--- config.mk ---
export PLATFORM = sky130hd
export DESIGN_NAME = ua_receive
export DESIGN_NICKNAME = d
export VERILOG_FILES = /design/src/rtl/ua_receive.sv
export SDC_FILE = /design/constraint.sdc
export NUM_CORES = 1
export LEC_CHECK = 0
export ABC_CLOCK_PERIOD_IN_PS = 2400
export BUFFER_PORTS_ARGS = -buffer_cell sky130_fd_sc_hd__buf_2
export CAP_MARGIN = 20
export CORE_MARGIN = 3
export CORE_UTILIZATION = 50
export DETAILED_ROUTE_END_ITERATION = 8
export PLACE_DENSITY = 0.69
export RECOVER_POWER = 25
export SKIP_CTS_REPAIR_TIMING = 1
export SLEW_MARGIN = 15
export SYNTH_ARGS = -nofsm -noshare
export SYNTH_HDL_FRONTEND = slang
export SYNTH_SLANG_ARGS = --single-unit
--- constraint.sdc ---
create_clock -name Clock -period 2.4 [get_ports Clock]
set_input_delay 0.48 -clock Clock [delete_from_list [all_inputs] [get_ports Clock]]
set_output_delay 0.48 -clock Clock [all_outputs]
set_load 0.005 [all_outputs]
--- src/rtl/ua_receive.sv ---
// ua_receive: 8N1 UART receiver with a valid/ready byte output and one-cycle
// framing-error and overrun pulses.
`timescale 1ns/1ps
`ifndef LOG2
`define LOG2(x) $clog2(x)
`endif
module ua_receive #(
  parameter int ClockFreq = 100_000_000,
  parameter int BaudRate  = 115_200
) (
  input  logic       Clock,
  input  logic       Reset,
  input  logic       SIn,
  output logic [7:0] DataOut,
  output logic       DataOutValid,
  input  logic       DataOutReady,
  output logic       FramingError,
  output logic       Overrun
);
  localparam int SymbolEdgeTime = ClockFreq / BaudRate;
  localparam int SampleTime = SymbolEdgeTime / 2;
  localparam int CW = `LOG2(SymbolEdgeTime);
  localparam logic [2:0] IDLE = 3'd0, START = 3'd1, DATA = 3'd2, STOP = 3'd3, BREAK = 3'd4;
  logic [1:0] sync;
  logic sin_s;
  logic [2:0] state, state_n;
  logic [CW-1:0] cnt;
  logic [2:0] idx;
  logic [7:0] shreg;
  logic half_end, bit_end, cnt_clr, byte_done, frame_bad, take;
  assign sin_s = sync[1];
  assign half_end = cnt == CW'(SampleTime - 1);
  assign bit_end = cnt == CW'(SymbolEdgeTime - 1);
  assign cnt_clr = state == IDLE || state == BREAK || (state == START && half_end) || bit_end;
  assign byte_done = state == STOP && bit_end && sin_s;
  assign frame_bad = state == STOP && bit_end && !sin_s;
  assign take = !DataOutValid || DataOutReady;
  always_comb begin
    state_n = state;
    case (state)
      IDLE:    state_n = sin_s ? IDLE : START;
      START:   state_n = half_end ? (sin_s ? IDLE : DATA) : START;
      DATA:    state_n = (bit_end && idx == 3'd7) ? STOP : DATA;
      STOP:    state_n = bit_end ? (sin_s ? IDLE : BREAK) : STOP;
      BREAK:   state_n = sin_s ? IDLE : BREAK;
      default: state_n = IDLE;
    endcase
  end
  always_ff @(posedge Clock or posedge Reset) begin
    if (Reset) begin
      sync <= 2'b11;
      state <= IDLE;
      cnt <= '0;
      idx <= '0;
      shreg <= '0;
    end else begin
      sync <= {sync[0], SIn};
      state <= state_n;
      cnt <= cnt_clr ? '0 : cnt + CW'(1);
      if (state == START && half_end) idx <= '0;
      if (state == DATA && bit_end) begin
        shreg[idx] <= sin_s;
        idx <= idx + 3'd1;
      end
    end
  end
  // A completed byte is only accepted when the output slot is free or being consumed.
  always_ff @(posedge Clock or posedge Reset) begin
    if (Reset) begin
      DataOut <= 8'h00;
      DataOutValid <= 1'b0;
      FramingError <= 1'b0;
      Overrun <= 1'b0;
    end else begin
      FramingError <= frame_bad;
      Overrun <= byte_done && !take;
      if (byte_done && take) begin
        DataOut <= shreg;
        DataOutValid <= 1'b1;
      end else if (DataOutValid && DataOutReady) begin
        DataOutValid <= 1'b0;
      end
    end
  end
endmodule

==> results.toml <==
[outcome]
status = "finished, violations left"
violations = "max-capacitance violations, max-slew violations"

[hold_path]
hold_path_class = "input port to flop"
hold_depth = 1

[floorplan]
core_area_um2 = 3153
placementRows = 20
die_h_um = 64.60
initial_core_util_pct = 54.44
io_pins = 15
die_x_um = 64.60
die_area_um2 = 4173

[global_route]
grt_max_degree = 38
antenna_found_initial = 0
grt_usage_pct = 14.80
grt_pass1_vias = 1032
grt_overflow = 0
grt_pass1_wl_mm = 4.664

[finish]
area_growth_pct = 9.111
final_nets = 164
fin_area_um2 = 1873
n_antenna_cell = 0
drive_gt1_share_pct = 29.30

[synthesis]
netlist.area_leader.share_pct = 51.02
netlist_instances = 138
yosysMostFrequentCell = "dfrtp_1"
syn_nets = 146
yosysWarnings = 0
synth.top_cells.by_area = "dfrtp_1 51%, mux2_2 7.2%, mux2_1 3.3%"
ys.flop_type = "dfrtp_1"
syn_area_per_cell_um2 = 12.44
ys_top_cells_by_count = "35 x dfrtp_1, 14 x nor2_1, 11 x mux2_2, 9 x nand2_1, 7 x nand3_1"
netlist.top_cell.by_area = "dfrtp_1"
syn_area_um2 = 1717
ys_types = 38
ys_ff_latch = 37
synth_edf_count = 0
synthArstFlopShare_pct = 100.0
yosysSeqAreaShare_pct = 54.08

[cts]
root_buffer = "clkbuf_4"
clock_sinks = 37
clk_latency_ns = 0.34
cts_max_path_buffers = 2
path_clk_slew_ns = 0.12
cts_tree = "done"
htreeDepth = 2
cts_buffers = 5

[route]
routed_wl_mm = 2.658
vias = 1088
ant_nets = 0
first_pass_iters = 4
drc = 0
viasPerCell = 5.413
drtIter0Drc = 45
avgRoutedWirePerCell_um = 13.22

[worst_setup_path]
cp_slowest_cell = "or3b_1"
worstSetupEndpoint = "shreg[3]"
crit_start = "cnt[2]"
critPathMaxStageDelay_ns = 0.56
crit_path_start_kind = "flop"
path_depth = 4
cp-end-kind = "flop"
r2r_start = "cnt[2]"
critPathTopFamily = "simple AND/OR/NAND/NOR gates"
critical_path.max_fanout = 8
required_ns = 2.62
cp_cell_sequence = "or3b_1 -> nor4_4 -> nand4b_1 -> mux2_1"
critPathKind = "flop to flop"
r2r_slack_ns = 0.32
reg2reg_depth = 4
path_buf_inv = 0
cp.arrival_ns = 2.30
worstReg2RegEnd = "shreg[3]"

[power_and_ir_drop]
p_per_area_nw_per_um2 = 508.3
irDropWorstVdd_mv = 0.3192
power_leakage_uw = 0.0009509

[timing]
setup_viol = 0
drv_slew = 38
holdWs_ns = 0.2268
relSlewSlack_pct = -24.28
period_share_pct = 86.75
hold_viol = 0
skew_ns = 0.01421
min_period_ns = 2.082
worst_slew_pin_slew_ns = 1.864
fmax_mhz = 480.3
setup-tns-final_ns = 0
rsz0062_at_grt = "no"

[placement]
hpwl_mm = 1.934
gp_congestion = 0.7869
place_area_um2 = 1826
io_buffers = 14

[job]
maxCapViolCount = 1
cells by family after synthesis:
family / share of synthesized area (%)
muxes: 10.50
adders and majority gates: 2.916
DFF: 54.08
buffers and inverters: 2.041
and+or+nand+nor: 22.60
AOI/OAI and AO/OA: 3.790
xor gates and xnor gates: 4.082
through the flow:
| stage | cells | total power (uW) | util [%] | setup slack (ns) |
|---|---|---|---|---|
| 2_1_floorplan | 138 | 651.3 | - | 0.5490 |
| 3_3_place_gp | 193 | 658.4 | 57.90 | 0.4020 |
| 3_5_place_dp | 193 | 658.8 | 57.90 | 0.3233 |
| 4_1_cts | 201 | 965.6 | 59.52 | 0.3113 |
| 5_1_grt | 201 | 999.6 | 59.40 | 0.1175 |
| 6_report | 201 | 952.1 | 59.40 | 0.3179 |
per-layer routing:
metal  GRT usage [%]  vias to the layer above  part of all wire, %
met5               0                        -                    0
li1                -                      532                    -
met1           19.41                      540                   50
met4           7.916                        0                 0.79
met2           22.16                       14                   47
met3           4.159                        2                  2.7
placed cells by master (no fill, tap or decap), drive strengths merged:
cell type / instances
a21o: 2
a21oi: 1
a22o: 3
and3: 3
and4: 1
buf: 14
clkbuf: 7
clkinv: 2
dfrtp: 35
dfstp: 2
ha: 4
inv: 3
mux2: 16
nand2: 9
nand2b: 2
nand3: 8
nand3b: 1
nand4: 4
nand4b: 2
nand4bb: 1
nor2: 14
nor2b: 2
nor3: 3
nor4: 3
o211ai: 1
o311ai: 1
or3: 1
or3b: 3
or4b: 1
xnor2: 2
xor2: 6
flip-flops by register name, summed over array words and instances (netlist names):
signal	cells
Overrun	1
DataOutValid	1
idx	3
FramingError	1
shreg	8
state	3
DataOut	8
cnt	10
sync	2
power by group:
group / switching, uW / total (uW) / internal [uW]
Combinational: 12.4 / 15.5 / 3.02
Sequential: 2.89 / 629 / 626
Clock: 196 / 307 / 112
how the worst min path moves through the flow:
stage	start	endpoint	slack [ns]
floorplan	sync[0]	sync[1]	0.35
global placement	sync[0]	sync[1]	0.35
detailed placement	sync[0]	sync[1]	0.35
CTS	SIn	sync[0]	0.21
global route	SIn	sync[0]	0.21
finish	SIn	sync[0]	0.23
cell type report:
| class | instances | area [um^2] |
|---|---|---|
| clock buffers | 6 | 41.29 |
| clock inverters | 2 | 10.01 |
| fillers | 276 | 1280 |
| inverters | 3 | 11.26 |
| multi-input cells | 94 | 753.2 |
| flip-flops and latches | 37 | 928.4 |
| well taps | 44 | 55.05 |
| repair buffers | 15 | 73.82 |
No activity file was read; power rests on OpenSTA's default activity.
